==> src/rtl/scan_chain_ctrl.sv <==
// Scan chain sequencer: shifts a parallel pattern into an SDFF chain, pulses one
// capture cycle, then unloads the captured response into a parallel word.
module scan_chain_ctrl #(
  parameter int CHAIN_LEN = 8,
  parameter int CNT_W     = $clog2(CHAIN_LEN + 1)
) (
  input  logic                 CK,
  input  logic                 RST,
  input  logic                 START,
  input  logic [CHAIN_LEN-1:0] PATTERN,
  input  logic                 SO,
  output logic                 SE,
  output logic                 SI,
  output logic [CHAIN_LEN-1:0] RESPONSE,
  output logic                 BUSY,
  output logic                 DONE,
  output logic [2:0]           o_dbg_state
);

  localparam logic [2:0] ST_IDLE    = 3'd0;
  localparam logic [2:0] ST_SHIFT   = 3'd1;
  localparam logic [2:0] ST_CAPTURE = 3'd2;
  localparam logic [2:0] ST_UNLOAD  = 3'd3;
  localparam logic [2:0] ST_FINISH  = 3'd4;

  // Handshake: START is a level sampled only in IDLE; the accepting edge latches
  // PATTERN. DONE is a one-cycle pulse qualifying RESPONSE; no backpressure.

  logic [2:0]           r_state;
  logic [CNT_W-1:0]     r_cnt;
  logic [CHAIN_LEN-1:0] r_shreg;
  logic [CHAIN_LEN-1:0] r_resp;
  logic                 r_se;
  logic                 r_si;
  logic                 r_busy;
  logic                 r_done;
  logic                 w_last;

  assign w_last = (r_cnt == CNT_W'(CHAIN_LEN - 1));

  always_ff @(posedge CK) begin
    if (RST) begin
      r_state <= ST_IDLE;
      r_cnt   <= '0;
      r_shreg <= '0;
      r_resp  <= '0;
      r_se    <= 1'b0;
      r_si    <= 1'b0;
      r_busy  <= 1'b0;
      r_done  <= 1'b0;
    end else begin
      case (r_state)
        ST_IDLE: begin
          r_se   <= 1'b0;
          r_si   <= 1'b0;
          r_busy <= 1'b0;
          r_done <= 1'b0;
          if (START) begin
            r_state <= ST_SHIFT;
            r_shreg <= PATTERN;
            r_cnt   <= '0;
            r_se    <= 1'b1;
            r_si    <= PATTERN[CHAIN_LEN-1];
            r_busy  <= 1'b1;
          end
        end
        ST_SHIFT: begin
          // SI is registered one cycle ahead, so the next bit comes from shreg[N-2].
          if (w_last) begin
            r_state <= ST_CAPTURE;
            r_cnt   <= '0;
            r_se    <= 1'b0;
            r_si    <= 1'b0;
          end else begin
            r_cnt   <= r_cnt + CNT_W'(1);
            r_shreg <= {r_shreg[CHAIN_LEN-2:0], 1'b0};
            r_si    <= r_shreg[CHAIN_LEN-2];
          end
        end
        ST_CAPTURE: begin
          r_state <= ST_UNLOAD;
          r_cnt   <= '0;
          r_se    <= 1'b1;
          r_si    <= 1'b0;
        end
        ST_UNLOAD: begin
          // Tail cell arrives first and ends up in the MSB after N shifts.
          r_resp <= {r_resp[CHAIN_LEN-2:0], SO};
          if (w_last) begin
            r_state <= ST_FINISH;
            r_cnt   <= '0;
            r_se    <= 1'b0;
            r_busy  <= 1'b0;
            r_done  <= 1'b1;
          end else begin
            r_cnt <= r_cnt + CNT_W'(1);
          end
        end
        ST_FINISH: begin
          r_state <= ST_IDLE;
          r_done  <= 1'b0;
        end
        default: begin
          r_state <= ST_IDLE;
          r_cnt   <= '0;
          r_se    <= 1'b0;
          r_si    <= 1'b0;
          r_busy  <= 1'b0;
          r_done  <= 1'b0;
        end
      endcase
    end
  end

  assign SE          = r_se;
  assign SI          = r_si;
  assign RESPONSE    = r_resp;
  assign BUSY        = r_busy;
  assign DONE        = r_done;
  assign o_dbg_state = r_state;

endmodule

==> config.mk <==
export PLATFORM = sky130hd
export DESIGN_NAME = scan_chain_ctrl
export DESIGN_NICKNAME = d
export VERILOG_FILES = /design/src/rtl/scan_chain_ctrl.sv
export SDC_FILE = /design/constraint.sdc
export NUM_CORES = 1
export LEC_CHECK = 0
export BUFFER_PORTS_ARGS = -buffer_cell sky130_fd_sc_hd__buf_2
export CAP_MARGIN = 40
export CORE_MARGIN = 5
export CORE_UTILIZATION = 55
export CTS_BUF_LIST = sky130_fd_sc_hd__clkbuf_4
export DETAILED_ROUTE_END_ITERATION = 10
export PLACE_DENSITY = 0.81
export SYNTH_ARGS = -nofsm -noshare
export SYNTH_HDL_FRONTEND = slang
export SYNTH_SLANG_ARGS = --single-unit
==> constraint.sdc <==
create_clock -name CK -period 1.6 [get_ports CK]
set_input_delay 0.08 -clock CK [delete_from_list [all_inputs] [get_ports CK]]
set_output_delay 0.08 -clock CK [all_outputs]
set_load 0.1 [all_outputs]
After elaboration in Yosys (flattened, before gate mapping)
Index checks and enable logic that the tools add are counted.

Register bits: 26. Word-level logic and storage cells: 53. Input port bits: 12.

Equality and inequality tests: 10. Bitwise gates (word level): 3. Reduce and logical (&&, ||, !) cells: 12. Muxes and demuxes: 19. Add/sub/neg operators: 1.

Operator list (count): 2-to-1 mux 7 bit (2); one-hot mux 7 bit (2 select lines) (1); one-hot mux 3 bit (4 select lines) (1); one-hot mux 4 bit (3 select lines) (1); 2-to-1 mux 3 bit (3); 2-to-1 mux 4 bit (2); inequality test 2 bit (second input constant) (4); AND reduction 2 bit (4); equality test 3 x 2 -> 1 bit (second input constant) (2); one-hot mux 1 bit (3 select lines) (2); AND reduction 3 bit (2); OR reduction 2 bit (3); 2-to-1 mux 1 bit (5); adder 4 x 1 -> 4 bit (second input constant) (1); equality test 4 x 3 -> 1 bit (second input constant) (1); one-hot mux 1 bit (4 select lines) (1); equality test 3 x 1 -> 1 bit (second input constant) (1); equality test 3 bit (second input constant) (1); zero test 3 bit (1); inverter 1 bit (3); OR reduction 3 bit (1); inequality test 2 x 1 -> 1 bit (second input constant) (1); one-hot mux 1 bit (2 select lines) (1); nonzero test 2 bit (1).

Depth between registers and ports, before layout
Depth after elaboration: 4. Depth in mapped cells: 5. Mapped depth without buffers: 4.

Least setup slack after synthesis
Ideal clock, no wire load.

Path type: reg-to-reg. From: register r_state[0] (netlist: o_dbg_state[0]). To: register r_shreg[5]. Stages on the path, launching flop included: 6. Data arrival time: 2.015 ns. Setup slack: -0.549 ns. Library setup time: 0.134 ns. Buffers on the path: 2. Period minus slack after synthesis: 2.149 ns. Data required time: 1.466 ns. Cell sequence: dfxtp_1 buf_4 nor3b_4 buf_6 mux2i_1 a211oi_2.

Word-level cells in the longest chain between the ends: 3. Elaborated cells on any way between the ends: 7. Classes of those cells: eq/ne (3); mux (1); reduce/logical (3).

Ends and longest elaborated chain: start: declaration (line 29) `logic [2:0] r_state;`; start signal: assignment (line 43) `r_state <= ST_IDLE;`; start signal: assignment (line 59) `r_state <= ST_SHIFT;`; start signal: assignment (line 70) `r_state <= ST_CAPTURE;`; equality test 3 x 1 -> 1 bit or zero test 3 bit (tied branches) (line 52) `case (r_state)`; inequality test 2 bit (no line) or nonzero test 2 bit (tied branches); AND reduction 3 bit (no line); end signal: assignment (line 76) `r_shreg <= {r_shreg[CHAIN_LEN-2:0], 1'b0};`; end: declaration (line 31) `logic [CHAIN_LEN-1:0] r_shreg;`.

Parallel ways exist; a longest one is shown, timed or not. A chain may end at the register's enable or synchronous reset.

Worst setup path in the final report
From: register r_cnt[0]. To: register r_shreg[0].

Word-level cells in the longest chain between the ends: 3.

Ends and longest elaborated chain: start: declaration (line 30) `logic [CNT_W-1:0] r_cnt;`; start signal: assignment (line 75) `r_cnt <= r_cnt + CNT_W'(1);`; start signal: assignment (line 96) `r_cnt <= r_cnt + CNT_W'(1);`; equality test 4 x 3 -> 1 bit (line 39) `assign w_last = (r_cnt == CNT_W'(CHAIN_LEN - 1));`; inequality test 2 bit (no line); AND reduction 3 bit (no line).

No other way between the ends.

==> impl_metrics.env <==
export IMPL_status="finished, final reports clean"
export IMPL_multiInputGateArea_um2=618.1
export IMPL_wl_per_cell_um=14.20
export IMPL_slowest_delay_ps=380
export IMPL_placed_cells=177
export IMPL_numClockSinks=26
export IMPL_synthArstFlopShare_pct=0
export IMPL_die_area_um2=3218
export IMPL_crit_buf_inv=1
export IMPL_holdWs_ps=88.78
export IMPL_vias=1088
export IMPL_grt_start_max_net_pins=27
export IMPL_grt_pass1_wl_um=4416
export IMPL_final_min_clock_period_ps=1478
export IMPL_clock_fmax_mhz=676.6
export IMPL_dr_first_iter_drc_count=32
export IMPL_p_leak_nw=0.5717
export IMPL_antenna_cells=0
export IMPL_tightestPinTransition_ps=503.3
export IMPL_drc_errors=0
export IMPL_fp_dieH_um=56.73
export IMPL_powerDensity_nw_per_um2=949.5
export IMPL_drive_above_1_share_pct=30.82
export IMPL_cts_max_level=1
export IMPL_final_cell_mix="26 x buf_2, 21 x dfxtp_1, 13 x nand3_1"
export IMPL_io_buffer_count=26
export IMPL_core_area_um2=2148
export IMPL_clk_latency_ps=330
export IMPL_syn_cell_area_um2=1201
export IMPL_fin_ws_ps=122.0
export IMPL_numCtsBuffers=3
export IMPL_final_common_cell="buf_2"
export IMPL_crit_arrival_ps=1740
export IMPL_start_kind="flop"
export IMPL_finalPower_w=0.001382
export IMPL_regArea_um2=531.8
export IMPL_dp_hpwl_um=1753
export IMPL_antenna_found_initial=0
export IMPL_ys_seq_area_share_pct=43.33
export IMPL_cp_end_kind="flop"
export IMPL_cp_slowest_cell="dfxtp_2"
export IMPL_stdcell_count=187
export IMPL_crit_family="compound AO/OA/AOI/OAI gates"
export IMPL_cts_tree="yes"
export IMPL_worstSetupPathType="reg2reg"
export IMPL_synth_edf_count=0
export IMPL_synthCells=130
export IMPL_area_growth_pct=21.15
export IMPL_timing_slew_headroom_pct=66.45
export IMPL_min_path_type="in2reg"
export IMPL_routabilityCongestion=0.8110
export IMPL_synthesis_nets=143
export IMPL_hold_viol_final=0
export IMPL_critPathMaxFanout=6
export IMPL_finClkSkew_ps=10.67
export IMPL_grt_overflow=0
export IMPL_syn_avg_cell_area_um2=9.240
export IMPL_place_ws_ps=-1.652
export IMPL_vias_per_cell=5.818
export IMPL_drt_pass1_iterations=4
export IMPL_crit_chain="ha_1 > nand3b_1 > buf_4 > a211o_1 > a21oi_1"
export IMPL_row_count=17
export IMPL_ys_ff_latch=26
export IMPL_layout_nets=173
export IMPL_setup_viol=0
export IMPL_path_clk_slew_ps=150
export IMPL_cts_root_buf="clkbuf_4"
export IMPL_maxCapViolCount=0
export IMPL_setup_tns_ps=0
export IMPL_die_width_um=56.73
export IMPL_final_antenna_net_count=0
export IMPL_rsz0062_at_grt="false"
export IMPL_fillers=187
export IMPL_track_usage_pct=17.39
export IMPL_required_ps=1860
export IMPL_ioPinCount=27
export IMPL_yosysUniqueCellTypes=36
export IMPL_initial_core_util_pct=55.91
export IMPL_clockBufferDepth=2
export IMPL_final_period_utilization_pct=92.37
export IMPL_ys_warn_count=0
export IMPL_ir_drop_mv=0.8112
export IMPL_drv_slew=0
export IMPL_synth_ff_type="dfxtp_1"
export IMPL_grt_pass1_vias=1041
export IMPL_routed_wl_um=2655
stage by stage:
stage	area (um^2)	util (%)
floorplan	1214	-
global placement	1350	62.84
detailed placement	1350	62.84
CTS	1453	67.62
global route	1455	67.73
finish	1455	67.73
layout make-up:
class                           count  area share, %
Multi-Input combinational cell     91          42.48
Clock buffer                        3          1.548
Clock inverter                      1          2.064
Inverter                            2         0.5159
Tap cell                           28          2.408
Timing Repair Buffer               36          14.45
Sequential cell                    26          36.54
metal layers:
metal | vias up | share of wire [%] | GRT usage [%]
met4 | 0 | 2.3 | 9.934
met5 | - | 0 | 0
li1 | 540 | - | -
met3 | 5 | 6.9 | 4.598
met1 | 509 | 43 | 20.51
met2 | 34 | 48 | 28.22
report_power, final:
part / leakage (nW) / switching [W] / internal [W]
combinational: 0.329 / 0.000145 / 0.0000801
clock: 0.0279 / 0.000202 / 0.000254
sequential: 0.215 / 0.0000240 / 0.000677
total: 0.572 / 0.000371 / 0.00101
kinds of logic after synthesis:
| family | synth area share [%] |
|---|---|
| AND/OR/NAND/NOR | 21.46 |
| AO/OA/AOI/OAI | 22.50 |
| flip-flops | 43.33 |
| buffers and inverters | 5.208 |
| multiplexers | 5.000 |
| XOR/XNOR | 1.459 |
| adder cells (fa/ha/maj) | 1.042 |
final timing paths:
kind                                               start                  endpoint  slack, ps  cells past startpoint
worst max-delay path               r_cnt[0]$_SDFFE_PP0P_   r_shreg[0]$_SDFFE_PP0P_        120                      5
worst min-delay path                          PATTERN[5]   r_shreg[5]$_SDFFE_PP0P_         90                      3
worst max register to register     r_cnt[0]$_SDFFE_PP0P_   r_shreg[0]$_SDFFE_PP0P_        120                      5
worst min register to register  RESPONSE[7]$_SDFFE_PP0P_  RESPONSE[7]$_SDFFE_PP0P_        470                      2
timing repair:
item	4_1_cts	5_1_grt
gates cloned	0	0
hold buffers	2	0
setup buffers	4	0
gates resized for setup	0	2
endpoints found under the setup margin	4	6
endpoints found under the hold margin	2	0
synth_stat cells, types with 2 or more instances:
master    instances  area, um^2
a32oi_1           2       17.52
buf_2             2       10.01
nor3_1            2       10.01
a31oi_1           3       18.77
xor2_1            2       17.52
nand2_1          12       45.04
clkbuf_1          6       22.52
a211oi_2          3       37.54
dfxtp_1          26       520.5
o21ai_1           2       10.01
mux2i_1           6       60.06
nand3_1          13       65.06
nand3b_1          3       22.52
nor2_1            4       15.01
nand4b_1          2       17.52
a21oi_1          12       60.06
a211oi_1         10       75.07
inv_1             2       7.510
flip-flops by register name, indices dropped and copies added (netlist names):
register,count
RESPONSE,8
SI,1
DONE,1
SE,1
BUSY,1
r_shreg,7
r_cnt,4
o_dbg_state,3
worst register-to-register path, stage by stage (launching register included):
cell,delay (ps)
dfxtp_2,380
ha_1,220
nand3b_1,200
buf_4,210
a211o_1,250
a21oi_1,140
No activity file was read; power rests on OpenSTA's default activity.
